$ cat src/rtl/uart_rx_param_if.sv
// ---------------------------------------------------------------------------
// uart_rx_param_if
// Received-word stream from uart_rx_param to its consumer.
//   out_data   : received word, LSB = first bit on the line
//   out_valid  : out_data and the word flags are valid, held until accepted
//   out_ready  : consumer accepts when out_valid && out_ready
//   frame_err  : word flag, a stop-bit vote was 0
//   parity_err : word flag, parity mismatch
//   brk        : word flag, data, parity and stop votes were all 0
//   overrun    : one-clk pulse, a completed word was dropped
// master = receiver side, slave = consumer side.
// ---------------------------------------------------------------------------
interface uart_rx_param_if #(
   parameter int DATA_BITS = 8
);
   logic [DATA_BITS-1:0] out_data;
   logic                 out_valid;
   logic                 out_ready;
   logic                 frame_err;
   logic                 parity_err;
   logic                 brk;
   logic                 overrun;

   modport master (
      output out_data, out_valid, frame_err, parity_err, brk, overrun,
      input  out_ready
   );

   modport slave (
      input  out_data, out_valid, frame_err, parity_err, brk, overrun,
      output out_ready
   );
endinterface

$ cat src/rtl/uart_rx_param.sv
// ---------------------------------------------------------------------------
// uart_rx_param
// Parametrised UART receiver with oversample-tick timing and 3-sample
// majority voting per bit. Delivers words over a ready/valid stream with
// frame/parity/break flags and an overrun pulse.
//   clk_i    : system clock
//   rst_n_i  : asynchronous active-low reset
//   en_i     : receiver enable, low forces IDLE and drops a partial frame
//   tick_i   : oversample strobe, OVERSAMPLE ticks per bit
//   rx_i     : asynchronous serial input, idle high
//   busy_o   : high from start detection until the frame ends
//   out_if   : received-word stream (master side)
// ---------------------------------------------------------------------------
module uart_rx_param #(
   parameter int DATA_BITS  = 8,
   parameter int OVERSAMPLE = 16,
   parameter int PARITY     = 0,
   parameter int STOP_BITS  = 1
) (
   input  logic              clk_i,
   input  logic              rst_n_i,
   input  logic              en_i,
   input  logic              tick_i,
   input  logic              rx_i,
   output logic              busy_o,
   uart_rx_param_if.master   out_if
);

   localparam int CW = $clog2(OVERSAMPLE);
   localparam logic [CW-1:0] C_LO   = CW'(OVERSAMPLE/2 - 1);
   localparam logic [CW-1:0] C_MID  = CW'(OVERSAMPLE/2);
   localparam logic [CW-1:0] C_HI   = CW'(OVERSAMPLE/2 + 1);
   localparam logic [CW-1:0] C_LAST = CW'(OVERSAMPLE - 1);

   typedef enum logic [2:0] {S_IDLE, S_START, S_DATA, S_PAR, S_STOP} state_t;

   state_t               state_q, state_d;
   logic [CW-1:0]        cnt_q, cnt_d;
   logic [3:0]           idx_q, idx_d;
   logic                 rx_s1_q, rx_s2_q;
   logic                 s0_q, s0_d, s1_q, s1_d;
   logic [DATA_BITS-1:0] shreg_q, shreg_d;
   logic                 par_q, par_d;      // running XOR of data votes
   logic                 allz_q, allz_d;    // every vote so far was 0
   logic                 ferr_q, ferr_d;
   logic                 perr_q, perr_d;
   logic                 hold_q, hold_d;    // post-break: wait for line high
   logic [DATA_BITS-1:0] odata_q, odata_d;
   logic                 ovalid_q, ovalid_d;
   logic                 ofe_q, ofe_d, ope_q, ope_d, obrk_q, obrk_d;
   logic                 ovr_q, ovr_d;
   logic                 done;
   logic                 rxs, vote, at_hi, at_last;

   assign rxs     = rx_s2_q;
   // Third sample is the live one at cnt = M+1, so the vote is only
   // meaningful on that tick.
   assign vote    = (s0_q & s1_q) | (s0_q & rxs) | (s1_q & rxs);
   assign at_hi   = tick_i && (cnt_q == C_HI);
   assign at_last = tick_i && (cnt_q == C_LAST);

   // State register (FSM plus datapath).
   always_ff @(posedge clk_i or negedge rst_n_i) begin
      if (!rst_n_i) begin
         state_q  <= S_IDLE;
         cnt_q    <= '0;
         idx_q    <= '0;
         rx_s1_q  <= 1'b1;
         rx_s2_q  <= 1'b1;
         s0_q     <= 1'b1;
         s1_q     <= 1'b1;
         shreg_q  <= '0;
         par_q    <= 1'b0;
         allz_q   <= 1'b0;
         ferr_q   <= 1'b0;
         perr_q   <= 1'b0;
         hold_q   <= 1'b0;
         odata_q  <= '0;
         ovalid_q <= 1'b0;
         ofe_q    <= 1'b0;
         ope_q    <= 1'b0;
         obrk_q   <= 1'b0;
         ovr_q    <= 1'b0;
      end else begin
         state_q  <= state_d;
         cnt_q    <= cnt_d;
         idx_q    <= idx_d;
         rx_s1_q  <= rx_i;
         rx_s2_q  <= rx_s1_q;
         s0_q     <= s0_d;
         s1_q     <= s1_d;
         shreg_q  <= shreg_d;
         par_q    <= par_d;
         allz_q   <= allz_d;
         ferr_q   <= ferr_d;
         perr_q   <= perr_d;
         hold_q   <= hold_d;
         odata_q  <= odata_d;
         ovalid_q <= ovalid_d;
         ofe_q    <= ofe_d;
         ope_q    <= ope_d;
         obrk_q   <= obrk_d;
         ovr_q    <= ovr_d;
      end
   end

   // Next-state logic.
   always_comb begin
      state_d  = state_q;
      cnt_d    = cnt_q;
      idx_d    = idx_q;
      s0_d     = s0_q;
      s1_d     = s1_q;
      shreg_d  = shreg_q;
      par_d    = par_q;
      allz_d   = allz_q;
      ferr_d   = ferr_q;
      perr_d   = perr_q;
      hold_d   = hold_q;
      odata_d  = odata_q;
      ovalid_d = ovalid_q;
      ofe_d    = ofe_q;
      ope_d    = ope_q;
      obrk_d   = obrk_q;
      ovr_d    = 1'b0;
      done     = 1'b0;

      if (!en_i) begin
         state_d = S_IDLE;
         cnt_d   = '0;
      end else begin
         if (tick_i && state_q != S_IDLE) begin
            cnt_d = (cnt_q == C_LAST) ? '0 : cnt_q + CW'(1);
            if (cnt_q == C_LO)  s0_d = rxs;
            if (cnt_q == C_MID) s1_d = rxs;
         end

         unique case (state_q)
            S_IDLE: begin
               if (tick_i) begin
                  if (hold_q) begin
                     if (rxs) hold_d = 1'b0;
                  end else if (!rxs) begin
                     // The detect tick is tick 0 of the start bit.
                     state_d = S_START;
                     cnt_d   = CW'(1);
                     idx_d   = '0;
                     par_d   = 1'b0;
                     allz_d  = 1'b1;
                     ferr_d  = 1'b0;
                     perr_d  = 1'b0;
                  end
               end
            end
            S_START: begin
               if (at_hi && vote) begin
                  state_d = S_IDLE;   // false start
                  cnt_d   = '0;
               end else if (at_last) begin
                  state_d = S_DATA;
                  idx_d   = '0;
               end
            end
            S_DATA: begin
               if (at_hi) begin
                  shreg_d = {vote, shreg_q[DATA_BITS-1:1]};
                  par_d   = par_q ^ vote;
                  allz_d  = allz_q & ~vote;
               end
               if (at_last) begin
                  if (idx_q == 4'(DATA_BITS-1)) begin
                     idx_d   = '0;
                     state_d = (PARITY != 0) ? S_PAR : S_STOP;
                  end else begin
                     idx_d = idx_q + 4'd1;
                  end
               end
            end
            S_PAR: begin
               if (at_hi) begin
                  perr_d = (PARITY == 1) ? ~(par_q ^ vote) : (par_q ^ vote);
                  allz_d = allz_q & ~vote;
               end
               if (at_last) begin
                  state_d = S_STOP;
                  idx_d   = '0;
               end
            end
            S_STOP: begin
               if (at_hi) begin
                  ferr_d = ferr_q | ~vote;
                  allz_d = allz_q & ~vote;
                  if (idx_q == 4'(STOP_BITS-1)) begin
                     // Return to IDLE mid-stop so a following start edge
                     // is caught without waiting out the stop bit.
                     done    = 1'b1;
                     state_d = S_IDLE;
                     cnt_d   = '0;
                  end
               end else if (at_last) begin
                  idx_d = idx_q + 4'd1;
               end
            end
            default: begin
               state_d = S_IDLE;
               cnt_d   = '0;
            end
         endcase
      end

      if (done) begin
         hold_d = allz_d;
         if (!ovalid_q || out_if.out_ready) begin
            odata_d  = shreg_q;
            ofe_d    = ferr_d;
            ope_d    = perr_q;
            obrk_d   = allz_d;
            ovalid_d = 1'b1;
         end else begin
            ovr_d = 1'b1;
         end
      end else if (ovalid_q && out_if.out_ready) begin
         ovalid_d = 1'b0;
      end
   end

   // Outputs.
   always_comb begin
      busy_o            = (state_q != S_IDLE);
      out_if.out_data   = odata_q;
      out_if.out_valid  = ovalid_q;
      out_if.frame_err  = ofe_q;
      out_if.parity_err = ope_q;
      out_if.brk        = obrk_q;
      out_if.overrun    = ovr_q;
   end

endmodule

$ cat src/flat_wrapper.sv
// flat-port wrapper written by rule: the top's interface ports become plain ports
module uart_rx_param_flat 
#(
   parameter int DATA_BITS  = 8,
   parameter int OVERSAMPLE = 16,
   parameter int PARITY     = 0,
   parameter int STOP_BITS  = 1
)
  (clk_i, rst_n_i, en_i, tick_i, rx_i, busy_o, out_if_out_data, out_if_out_valid, out_if_frame_err, out_if_parity_err, out_if_brk, out_if_overrun, out_if_out_ready);
  uart_rx_param_if #(.DATA_BITS(DATA_BITS)) out_if_i ();
  input  logic clk_i;
  input  logic rst_n_i;
  input  logic en_i;
  input  logic tick_i;
  input  logic rx_i;
  output logic busy_o;
  output wire logic [$bits(out_if_i.out_data)-1:0] out_if_out_data;
  output wire logic [$bits(out_if_i.out_valid)-1:0] out_if_out_valid;
  output wire logic [$bits(out_if_i.frame_err)-1:0] out_if_frame_err;
  output wire logic [$bits(out_if_i.parity_err)-1:0] out_if_parity_err;
  output wire logic [$bits(out_if_i.brk)-1:0] out_if_brk;
  output wire logic [$bits(out_if_i.overrun)-1:0] out_if_overrun;
  input wire logic [$bits(out_if_i.out_ready)-1:0] out_if_out_ready;
  assign out_if_out_data = out_if_i.out_data;
  assign out_if_out_valid = out_if_i.out_valid;
  assign out_if_frame_err = out_if_i.frame_err;
  assign out_if_parity_err = out_if_i.parity_err;
  assign out_if_brk = out_if_i.brk;
  assign out_if_overrun = out_if_i.overrun;
  assign out_if_i.out_ready = out_if_out_ready;
  uart_rx_param #(.DATA_BITS(DATA_BITS), .OVERSAMPLE(OVERSAMPLE), .PARITY(PARITY), .STOP_BITS(STOP_BITS)) u_core (.clk_i(clk_i), .rst_n_i(rst_n_i), .en_i(en_i), .tick_i(tick_i), .rx_i(rx_i), .busy_o(busy_o), .out_if(out_if_i));
endmodule
$ cat config.mk
export PLATFORM = sky130hd
export DESIGN_NAME = uart_rx_param_flat
export DESIGN_NICKNAME = d
export VERILOG_FILES = /design/src/rtl/uart_rx_param_if.sv /design/src/rtl/uart_rx_param.sv /design/src/flat_wrapper.sv
export SDC_FILE = /design/constraint.sdc
export NUM_CORES = 1
export LEC_CHECK = 0
export CAP_MARGIN = 10
export CORE_MARGIN = 1
export CORE_UTILIZATION = 51
export CTS_CLUSTER_SIZE = 8
export DETAILED_ROUTE_END_ITERATION = 8
export GPL_TIMING_DRIVEN = 1
export PLACE_DENSITY_LB_ADDON = 0.15
export SYNTH_ARGS = -nofsm -noshare
export SYNTH_HDL_FRONTEND = slang
export SYNTH_SLANG_ARGS = --single-unit
$ cat constraint.sdc
create_clock -name clk_i -period 1.93 [get_ports clk_i]
set_clock_uncertainty 0.15 [all_clocks]
set_input_delay 0.193 -clock clk_i [delete_from_list [all_inputs] [get_ports clk_i]]
set_output_delay 0.193 -clock clk_i [all_outputs]
set_load 0.05 [all_outputs]
==> metrics.txt <==
DP Wirelength=3650 um; NetSw=0.368 mW; Worst R2R End=u_core.idx_q[0]; Pwr per Cell Area=585 mW/mm2; Comb pwr share=8.0%; worst endpoint required time=2.01 ns; CTS clock-pin slew for the worst setup and hold paths=roughly 0.070 ns; hold slack=0.155 ns; Peak supply drop=492 uV; FF+latch area=a little over 0.001 mm2; Leakage=1.33 nW; first-pass GRT wire length=approximately 8600 um; placed insts=283; Die H=67.0 um; Tot Pwr=1.68 mW; vias in the first global route=1821; Syn Std Cell Area=0.00215 mm2; CP Max Fanout=4; outcome=finished with violations; Main synth FF type=dfrtp_1; Switching Share=a little over a fifth; drc violations=0; DRT iter0 DRCs=151; cell count after synthesis=between 150 and 200; CP Launch Point=u_core.state_q[1]; worst min-delay path category=input port to flop; Final ANT Viol Nets=0; full die area=0.00448 mm2; Critical R2R Launch=u_core.state_q[1]; r2r worst-path depth=6; worst setup margin=-0.0345 ns; clock power share=40.1%; Yosys warning count=0; Total GRT Usage=between 20% and 30%; CP arrival=2.05 ns; share of cells above drive strength 1=40.0%; Synth Register Bits=41; top cell type by total area after synthesis=dfrtp_1; filler cell count=298; Initial Utilization=53.4%; most common cell after layout, fill and taps aside=buf_4; largest net degree at the start of global routing=22; ranking of synthesized cells by area=dfrtp_1, mux2_2, dfstp_2; Post-synth EDFFs=0; post-synth top area share=43.0%; Layout Cells excl Fill=300; achievable frequency=0.509 GHz; antenna cells=0; cts bufs inserted=5; Multi-input gate area=between 0.001 and 0.0015 mm2; sequential area share after synthesis=47.9%; Unique masters post-synth=56; R2R Setup Slk=-0.03 ns; Flop pwr share=51.9%; root buffer cell=clkbuf_8; commonest cells after routing, fill and taps aside=buf_4, dfrtp_1, mux2_2; min cycle time layout=~2.0 ns; final slew viol count=0; P_int=about 1.3 mW; core area=about 0.004 mm2; H-tree depth=2; DRT Pass-1 Iters=4; WL final=roughly 5300 um; RSZ-0062 raised after global routing=true; Top-Level Pins=20; row count=23; DP Worst Slack=-0.270 ns; number of antenna violations at the first check in global routing=0; setup violators final=5; CTS tree=done; final core occ=slightly above 70%; Post-Syn Area per Cell=11.4 um2; IO buf count=19; Startpoint Class=flop; Max-cap violations=0; clock sinks=between 40 and 50; hold path endpoint=u_core.rx_s1_q; Async SR Flop Fraction=between 90% and 100%; Max clock buf depth=2; layout net count=260; Worst-Margin Slew=0.502 ns; Die Wd=67.0 um; kind of critical path=flop to flop; final period utilization=102%; min-delay src=rx_i; RePlAce Congestion=0.977; Worst-Skew Late Latency=0.29 ns; vias per std cell=5.94; Remaining Overflow, GRT=0; wire length per cell=17.7 um; crit end category=flop; syn_nets=200; DR vias=approximately 1800; area delta synth->final=33.1%; failing checks=negative setup slack; slew margin rel.=66.4%; endpoints failing hold=0; worst hold path stage count=1
-- routing by layer --
layer	track usage [%]	share of wire, %
met5	0	0
met4	10.4	2.7
met3	5.31	4.9
met2	44.9	50
met1	32.6	42
-- power groups by stage --
stage | logic (mW) | clock network, mW | registers [mW]
floorplan | 0.0591 | 0 | 0.886
global placement | 0.110 | 0 | 0.885
detailed placement | 0.114 | 0 | 0.885
CTS | 0.126 | 0.688 | 0.869
global route | 0.145 | 0.714 | 0.871
finish | 0.134 | 0.672 | 0.870
-- stage by stage --
| step | setup TNS (ns) | area, um2 |
|---|---|---|
| after floorplan | -0.0355 | 2150 |
| after global placement | -4.09 | 2590 |
| after detailed placement | -5.10 | 2590 |
| after CTS | -0.00789 | 2800 |
| after global routing | -0.880 | 2860 |
| final | -0.0952 | 2860 |
-- worst max path at each step --
| stage | cells past startpoint | to | slack (ns) |
|---|---|---|---|
| detailed placement | 5 | u_core.idx_q[0] | -0.27 |
| CTS | 5 | u_core.idx_q[0] | -0.008 |
| global placement | 5 | u_core.cnt_q[1] | -0.22 |
| finish | 6 | u_core.idx_q[0] | -0.03 |
| floorplan | 5 | u_core.idx_q[0] | -0.02 |
| global route | 7 | u_core.idx_q[3] | -0.09 |
-- state kept, by name, summed over array words and instances (netlist names), 3 cells and up --
signal                  cells
u_core.idx_q                4
u_core.out_if.out_data      8
u_core.cnt_q                4
u_core.shreg_q              8
u_core.state_q              3
-- final cells by class --
cell class / instances / area share, %
clock inverter: 2 / 1.22
timing repair buffer: 62 / 18.4
inverter: 8 / 1.05
sequential: 41 / 36.0
multi-input combinational: 131 / 38.6
tap: 50 / 2.18
clock buffer: 6 / 2.53
-- Yosys cell counts (2+ instances only) --
library cell	number
a211oi_1	4
a21o_1	4
a21oi_1	5
a311oi_1	2
buf_2	3
clkbuf_1	4
dfrtp_1	37
dfstp_2	4
ha_1	5
inv_1	8
mux2_1	2
mux2_2	21
nand2_1	7
nand2b_1	3
nand3_1	7
nand4_1	3
nand4b_1	2
nor2_1	8
nor2b_1	3
nor3_1	5
nor3b_1	4
o21ai_0	9
o21ai_1	2
o31ai_1	2
o41a_1	2
or3b_1	2
xor2_1	2
-- logic make-up (layout without fill, tap and decap cells) --
kind of cell	after synthesis	count (layout)	synth area share [%]
AO/OA/AOI/OAI	44	44	15.6
XOR/XNOR	2	2	0.814
adder cells (fa/ha/maj)	6	6	3.37
buffers and inverters	17	78	4.24
flip-flops	41	41	47.9
multiplexers	25	25	13.2
AND/OR/NAND/NOR	54	54	14.9
-- worst max-delay path, cell delays in order, from the launching register on --
cell     delay (ns)
dfrtp_1        0.42
buf_6          0.14
or3_4          0.37
mux2_4         0.33
buf_4          0.14
nor4_1         0.23
a21o_1         0.12
-- repair_timing --
item,CTS,global route
hold buffers,1,0
pin swaps,8,2
setup endpoints to repair,8,25
endpoints found under the hold margin,19,0
setup buffers,6,1
resized for setup,11,17
gates cloned,1,0
(Power assumes the default switching activity.)
